[src/rtl/mem_arb_pkg.sv]
// Shared types for the memory port arbiter.
// Holds FSM states, grant encoding and the wait counter width.
package mem_arb_pkg;

  localparam int CNT_W = 8;

  typedef enum logic [1:0] {
    IDLE,
    GRANT_IF,
    GRANT_DM,
    RESP
  } state_t;

  typedef enum logic {
    GNT_IF,
    GNT_DM
  } grant_t;

endpackage

[src/rtl/mem_arb_timer.sv]
// Wait counter for a granted memory access.
// Flags expiry once LIMIT-1 ack-less cycles have been counted.
module mem_arb_timer
  import mem_arb_pkg::*;
#(
  parameter int unsigned LIMIT = 255
) (
  input  logic clk,
  input  logic rst,
  input  logic clr,
  input  logic en,
  output logic expired
);

  logic [CNT_W-1:0] cnt;

  always_ff @(posedge clk or posedge rst) begin
    if (rst) begin
      cnt <= '0;
    end else if (clr) begin
      cnt <= '0;
    end else if (en) begin
      cnt <= cnt + 1'b1;
    end
  end

  assign expired = (cnt == CNT_W'(LIMIT - 1));

endmodule

[src/rtl/mem_port_arbiter.sv]
// Shares one memory port between fetch and data requesters.
// Define ARB_RR_EN for alternating grants on ties (else DM wins).
module mem_port_arbiter
  import mem_arb_pkg::*;
#(
  parameter int unsigned TIMEOUT_CYC = 255
) (
  input  logic        clk,
  input  logic        rst,
  input  logic        if_req,
  input  logic [31:0] if_addr,
  output logic [31:0] if_rdata,
  output logic        if_valid,
  input  logic        dm_req,
  input  logic        dm_we,
  input  logic [31:0] dm_addr,
  input  logic [31:0] dm_wdata,
  input  logic [3:0]  dm_wstrb,
  output logic [31:0] dm_rdata,
  output logic        dm_valid,
  output logic        mem_req,
  output logic        mem_we,
  output logic [31:0] mem_addr,
  output logic [31:0] mem_wdata,
  output logic [3:0]  mem_wstrb,
  input  logic        mem_ack,
  input  logic [31:0] mem_rdata,
  output logic        stall,
  output logic        err
);

  state_t state;
  state_t stateNext;
  grant_t pick;
  logic   inGrant;
  logic   grantGo;
  logic   ackHit;
  logic   timeoutHit;
  logic   expired;

  assign inGrant    = (state == GRANT_IF) || (state == GRANT_DM);
  assign grantGo    = (state == IDLE) && (if_req || dm_req);
  assign ackHit     = inGrant && mem_ack;
  assign timeoutHit = inGrant && !mem_ack && expired;

`ifdef ARB_RR_EN
  grant_t lastGrant;
  logic   tie;

  assign tie = if_req && dm_req;

  always_comb begin
    pick = GNT_IF;
    if (tie) begin
      pick = (lastGrant == GNT_IF) ? GNT_DM : GNT_IF;
    end else if (dm_req) begin
      pick = GNT_DM;
    end
  end

  // Only contested grants move the tie-breaker.
  always_ff @(posedge clk or posedge rst) begin
    if (rst) begin
      lastGrant <= GNT_IF;
    end else if (grantGo && tie) begin
      lastGrant <= pick;
    end
  end
`else
  always_comb begin
    pick = dm_req ? GNT_DM : GNT_IF;
  end
`endif

  mem_arb_timer #(
    .LIMIT(TIMEOUT_CYC)
  ) uTimer (
    .clk    (clk),
    .rst    (rst),
    .clr    (grantGo),
    .en     (inGrant && !mem_ack),
    .expired(expired)
  );

  always_ff @(posedge clk or posedge rst) begin
    if (rst) begin
      state <= IDLE;
    end else begin
      state <= stateNext;
    end
  end

  always_comb begin
    stateNext = state;
    unique case (state)
      IDLE: begin
        if (grantGo) begin
          stateNext = (pick == GNT_DM) ? GRANT_DM : GRANT_IF;
        end
      end
      GRANT_IF, GRANT_DM: begin
        if (ackHit || timeoutHit) begin
          stateNext = RESP;
        end
      end
      RESP:    stateNext = IDLE;
      default: stateNext = IDLE;
    endcase
  end

  always_ff @(posedge clk or posedge rst) begin
    if (rst) begin
      mem_req   <= 1'b0;
      mem_we    <= 1'b0;
      mem_addr  <= '0;
      mem_wdata <= '0;
      mem_wstrb <= '0;
      if_valid  <= 1'b0;
      dm_valid  <= 1'b0;
      err       <= 1'b0;
      if_rdata  <= '0;
      dm_rdata  <= '0;
    end else begin
      if_valid <= 1'b0;
      dm_valid <= 1'b0;
      err      <= 1'b0;
      if (grantGo) begin
        mem_req <= 1'b1;
        if (pick == GNT_DM) begin
          mem_we    <= dm_we;
          mem_addr  <= dm_addr;
          mem_wdata <= dm_wdata;
          mem_wstrb <= dm_wstrb;
        end else begin
          mem_we    <= 1'b0;
          mem_addr  <= if_addr;
          mem_wdata <= '0;
          mem_wstrb <= '0;
        end
      end else if (ackHit || timeoutHit) begin
        mem_req <= 1'b0;
        err     <= timeoutHit;
        if (state == GRANT_IF) begin
          if_valid <= 1'b1;
          if_rdata <= ackHit ? mem_rdata : '0;
        end else begin
          dm_valid <= 1'b1;
          if (timeoutHit) begin
            dm_rdata <= '0;
          end else if (!mem_we) begin
            dm_rdata <= mem_rdata;
          end
        end
      end
    end
  end

  assign stall = !rst && ((if_req && !if_valid) ||
                          (dm_req && !dm_valid));

endmodule

[config.mk]
export PLATFORM = sky130hd
export DESIGN_NAME = mem_port_arbiter
export DESIGN_NICKNAME = d
export VERILOG_FILES = /design/src/rtl/mem_arb_pkg.sv /design/src/rtl/mem_arb_timer.sv /design/src/rtl/mem_port_arbiter.sv
export SDC_FILE = /design/constraint.sdc
export NUM_CORES = 1
export LEC_CHECK = 0
export CORE_UTILIZATION = 25
export DETAILED_ROUTE_END_ITERATION = 10
export HOLD_SLACK_MARGIN = 0.06
export PLACE_DENSITY = 0.59
export SYNTH_ARGS = -nofsm -noshare
export SYNTH_HDL_FRONTEND = slang
export SYNTH_HIERARCHICAL = 1
export SYNTH_SLANG_ARGS = --single-unit
[constraint.sdc]
create_clock -name clk -period 12.9 [get_ports clk]
set_clock_uncertainty 0.05 [all_clocks]
set_input_delay 1.935 -clock clk [delete_from_list [all_inputs] [get_ports clk]]
set_output_delay 1.935 -clock clk [all_outputs]
set_load 0.03 [all_outputs]
== Yosys cells after proc, flatten, opt, wreduce, memory -nomap -nowiden ==
Index checks and enable logic that the tools add are counted.

* Flip-flop bits (word level): 147
* Bits of input ports: 138
* Output and inout port bits: 138
* Word-level logic and storage cells: 68

* $add $sub $neg: 1
* Equal/unequal tests: 7
* Mux-type cells: 24
* Bitwise logic cells: 2
* Reductions and logical operators: 22

{| class="wikitable"
|+ Operator list
! operator !! count
|-
| $mux W32 || 5
|-
| $mux W8 || 2
|-
| $mux W1 || 12
|-
| $add A8 B1 Y8 const B || 1
|-
| $eq A8 B8 Y1 const B || 1
|-
| $logic_and A1 B1 Y1 || 7
|-
| $mux W2 || 3
|-
| $pmux W2 S3 || 1
|-
| $eq A2 B2 Y1 const B || 2
|-
| $logic_not A1 Y1 || 4
|-
| $logic_or A1 B1 Y1 || 4
|-
| $mux W4 || 1
|-
| $ne A2 B2 Y1 const B || 2
|-
| $reduce_and A4 Y1 || 1
|-
| $reduce_bool A2 Y1 || 2
|-
| $reduce_and A3 Y1 || 1
|-
| $eq A2 B1 Y1 const B || 1
|-
| $logic_not A2 Y1 || 1
|-
| $ne A2 B1 Y1 const B || 1
|-
| $not A1 Y1 || 2
|-
| $reduce_and A2 Y1 || 1
|-
| $reduce_or A2 Y1 || 1
|}

== Depth between registers and ports, before layout ==
* Word-level depth: 7
* Gate-level depth with buffers: 8
* Mapped depth without buffers: 7

== Modules after synthesis ==
Netlist, hierarchy kept.

{| class="wikitable"
|+ Modules (own cells, without submodules)
! module !! times used !! cells an instance !! area an instance (um^2) !! sequential area each (um^2)
|-
| mem_port_arbiter || 1 || 467 || 5594.1 || 3478.3
|-
| mem_arb_timer || 1 || 42 || 406.6 || 200.2
|}

== Worst setup path after synthesis ==
Ideal clock, no wire load.

* Path type: input port to output port
* From: input port dm_req
* To: output port stall
* Arrival time: 2.622 ns
* Required time: 10.915 ns
* Setup slack: 8.293 ns
* Cell stages on the path: 3
* Buffers on the path: 1
* Cell sequence: buf_4 > nand2b_1 > a21oi_1

* Longest elaborated chain between the ends: 3

{| class="wikitable"
|+ RTL lines
! element !! line !! text
|-
| start: declaration || mem_port_arbiter.sv:14 || <nowiki>input logic dm_req,</nowiki>
|-
| $logic_and A1 B1 Y1 || mem_port_arbiter.sv:159 || <nowiki>(dm_req && !dm_valid));</nowiki>
|-
| $logic_or A1 B1 Y1 || mem_port_arbiter.sv:158 || <nowiki>assign stall = !rst && ((if_req && !if_valid) ||</nowiki>
|-
| $logic_and A1 B1 Y1 || mem_port_arbiter.sv:158 ||
|-
| end: declaration || mem_port_arbiter.sv:28 || <nowiki>output logic stall,</nowiki>
|}

No other way between the ends.

== Final worst setup path ==
Ends and elaborated chain as after synthesis.

==> results.txt <==
CTS Buf Count: 17
EDFF count, synth: 0
Post-Syn Instances: 509
initial antenna violation count: 0
pwr dens: 264 nW/µm²
Reg2Reg Setup Slack: 9.98 ns
Initial DRC Count: 156
Seq/Total Area, Yosys: 61.3%
Req. time, crit path: 10.91 ns
Fillers: 2264
post-route insts no fill: 1106
Synth Area per Inst: 11.8 µm²
CP startpoint kind: input pin
Yosys top cell by area: dfrtp_1
sw power: 1.08 mW
# rows: 56
register bit count reported by yosys: 147
Die Wd: 157 µm
most common cell in the netlist: dfrtp_1
Max rail drop VDD: 0.110 mV
ys flop type: dfrtp_1
Mapped Nets: 651
crit-path max FO: 36
initial core utilization: 25.6%
Reg2Reg Depth: 8
clk sinks: 147
Ant. Diodes: 0
combinational fraction of design power: 50.3%
Die ar.: 24600 µm²
Overall Power: 2.54 mW
placed insts: 1074
WP data arrival: 3.48 ns
Syn Std Cell Area: 6000 µm²
top cell type's share of synthesized area: 61.3%
synthesis-to-layout area growth: 60.4%
Via density: 4.41
fin crit period: 5.47 ns
worst hold slack: 0.426 ns
dpl hpwl: 12100 µm
WS Path Type: input pin to output port
H-tree depth: 4
Leakage Power: 4.29 nW
FF/Latch Area: 3680 µm²
layout cells sized above 1: 6.23%
Clock Latency Late Sink: 0.41 ns
worst r2r dst: dm_rdata[6]
Slew Viols, Final: 0
Routed Antenna Nets: 0
Clock transition at path regs: 0.06 ns
Ys Warns: 6
Initial DRT Pass Iterations: 4
Max-Cap Viols: 0
switching share of total power: 42.3%
Async S/R FF share, synth: 100%
RD Place Congestion: 0.740
Post-Route Setup TNS: 0 ns
Internal: 1.47 mW
hold wc startpoint: mem_addr[12]
Fmax: 183 MHz
Nets: 916
CTS tree: done
post-cts sizing count: 0
post-CTS setup buffer count: 0
Worst Hold Path EP: mem_addr[12]
vias: 4878
first-pass GRT wire length: 27200 µm
WL final: 17400 µm
status: finished clean
final hold violations: 0
count of port buffers added during placement: 275
Hold Path Stages: 2
Slew headroom: 34.5%
Setup crit end kind: output port
Boundary Pins: 276
Worst Tran Pin Value: 0.982 ns
routed len/inst: 15.7 µm
Root Buffer: clkbuf_16
CTS Buffer Depth: 2
commonest cells in the netlist: dfrtp_1, inv_1, a22o_1
ranking of synthesized cells by area: dfrtp_1, a22o_1, mux2i_1
DRC: 0
setup violators final: 0
grt total ovfl: 0
multi-input logic area: 1880 µm²
cts hold-fix bufs: 0
vias in the first global route: 5049
RSZ-0062 raised after global routing: no
clock power share: 18.9%
Die H: 157 µm
sequential power share: 30.8%
Unique masters post-synth: 37
FF-to-FF Start: state[0]
largest net degree at the start of global routing: 105
Total Routing Usage GR: 14.4%
fraction of the cycle the final worst path needs: 42.4%
Hold Path Class: register to register
core area: 23500 µm²
==> placed cells by master (no fill, tap or decap), types with 2 or more instances in the layout <==
cell type / Yosys / layout
mux2_2: 2 / 2
nand3_1: 3 / 3
inv_8: 0 / 4
or3_1: 2 / 2
inv_1: 71 / 70
nand4_1: 2 / 2
ha_1: 4 / 4
dfrtp_1: 147 / 147
clkinv_4: 0 / 2
clkbuf_16: 0 / 17
xor2_1: 3 / 3
clkinvlp_4: 0 / 2
mux2i_1: 32 / 32
nor2_1: 8 / 8
a22o_1: 69 / 69
clkdlybuf4s50_1: 0 / 274
nand2_1: 36 / 36
o32ai_1: 32 / 32
o21ai_0: 35 / 35
inv_6: 0 / 6
a21oi_1: 4 / 4
buf_4: 1 / 9
nand2b_1: 5 / 5
==> power groups by stage <==
stage / Clock, mW / Sequential [mW] / Combinational [mW]
6_report: 0.481 / 0.783 / 1.28
5_1_grt: 0.517 / 0.811 / 1.36
4_1_cts: 0.499 / 0.786 / 1.30
3_5_place_dp: 0 / 0.788 / 1.29
3_3_place_gp: 0 / 0.788 / 1.28
2_1_floorplan: 0 / 1.16 / 0.373
==> routing by layer <==
| layer | track usage, % | part of all wire (%) |
|---|---|---|
| met4 | 3.64 | 0.70 |
| met3 | 6.53 | 11 |
| met2 | 23.2 | 45 |
| met5 | 0 | 0 |
| met1 | 17.3 | 43 |
==> cells by family after synthesis <==
kind of cell / after synthesis / share of synthesized area (%)
adders and majority gates: 4 / 0.834
and+or+nand+nor: 64 / 4.94
xor gates and xnor gates: 4 / 0.584
buffers and inverters: 110 / 7.38
DFF: 147 / 61.3
muxes: 34 / 5.71
AOI/OAI and AO/OA: 146 / 19.2
==> critical path, cell delays in order <==
cell,delay [ns]
buf_2,0.07
buf_4,0.50
nand2b_1,0.14
a21oi_1,0.15
clkdlybuf4s50_1,0.68
==> flip-flops by register name (all words and copies together) (netlist names) <==
register,flops
dm_rdata,32
dm_valid,1
err,1
if_rdata,32
if_valid,1
mem_addr,32
mem_req,1
mem_wdata,32
mem_we,1
mem_wstrb,4
state,2
uTimer/cnt,8
==> how the worst max path moves through the flow <==
stage	from	to	slack [ns]	depth (start not counted)
6_report	dm_req	stall	7.43	5
5_1_grt	dm_req	stall	7.27	5
4_1_cts	dm_req	stall	7.38	5
3_5_place_dp	dm_req	stall	7.39	5
3_3_place_gp	dm_req	stall	7.37	5
2_1_floorplan	rst	dm_rdata[0]	7.19	1
==> stage by stage <==
step | instance area, µm² | setup WS, ns | utilization (%)
floorplan | 6000 | 7.19 | -
global placement | 9050 | 7.37 | 38.5
detailed placement | 9050 | 7.39 | 38.5
CTS | 9620 | 7.38 | 41.0
global route | 9620 | 7.27 | 41.0
finish | 9620 | 7.43 | 41.0
==> area by class of cell <==
class	count	share of cell area, %
clock buffers	18	4.56
clock inverters	14	1.43
inverters	72	2.86
multi-input cells	252	19.5
flip-flops and latches	147	38.2
well taps	319	4.15
repair buffers	284	29.3
No activity file was read; power rests on OpenSTA's default activity.
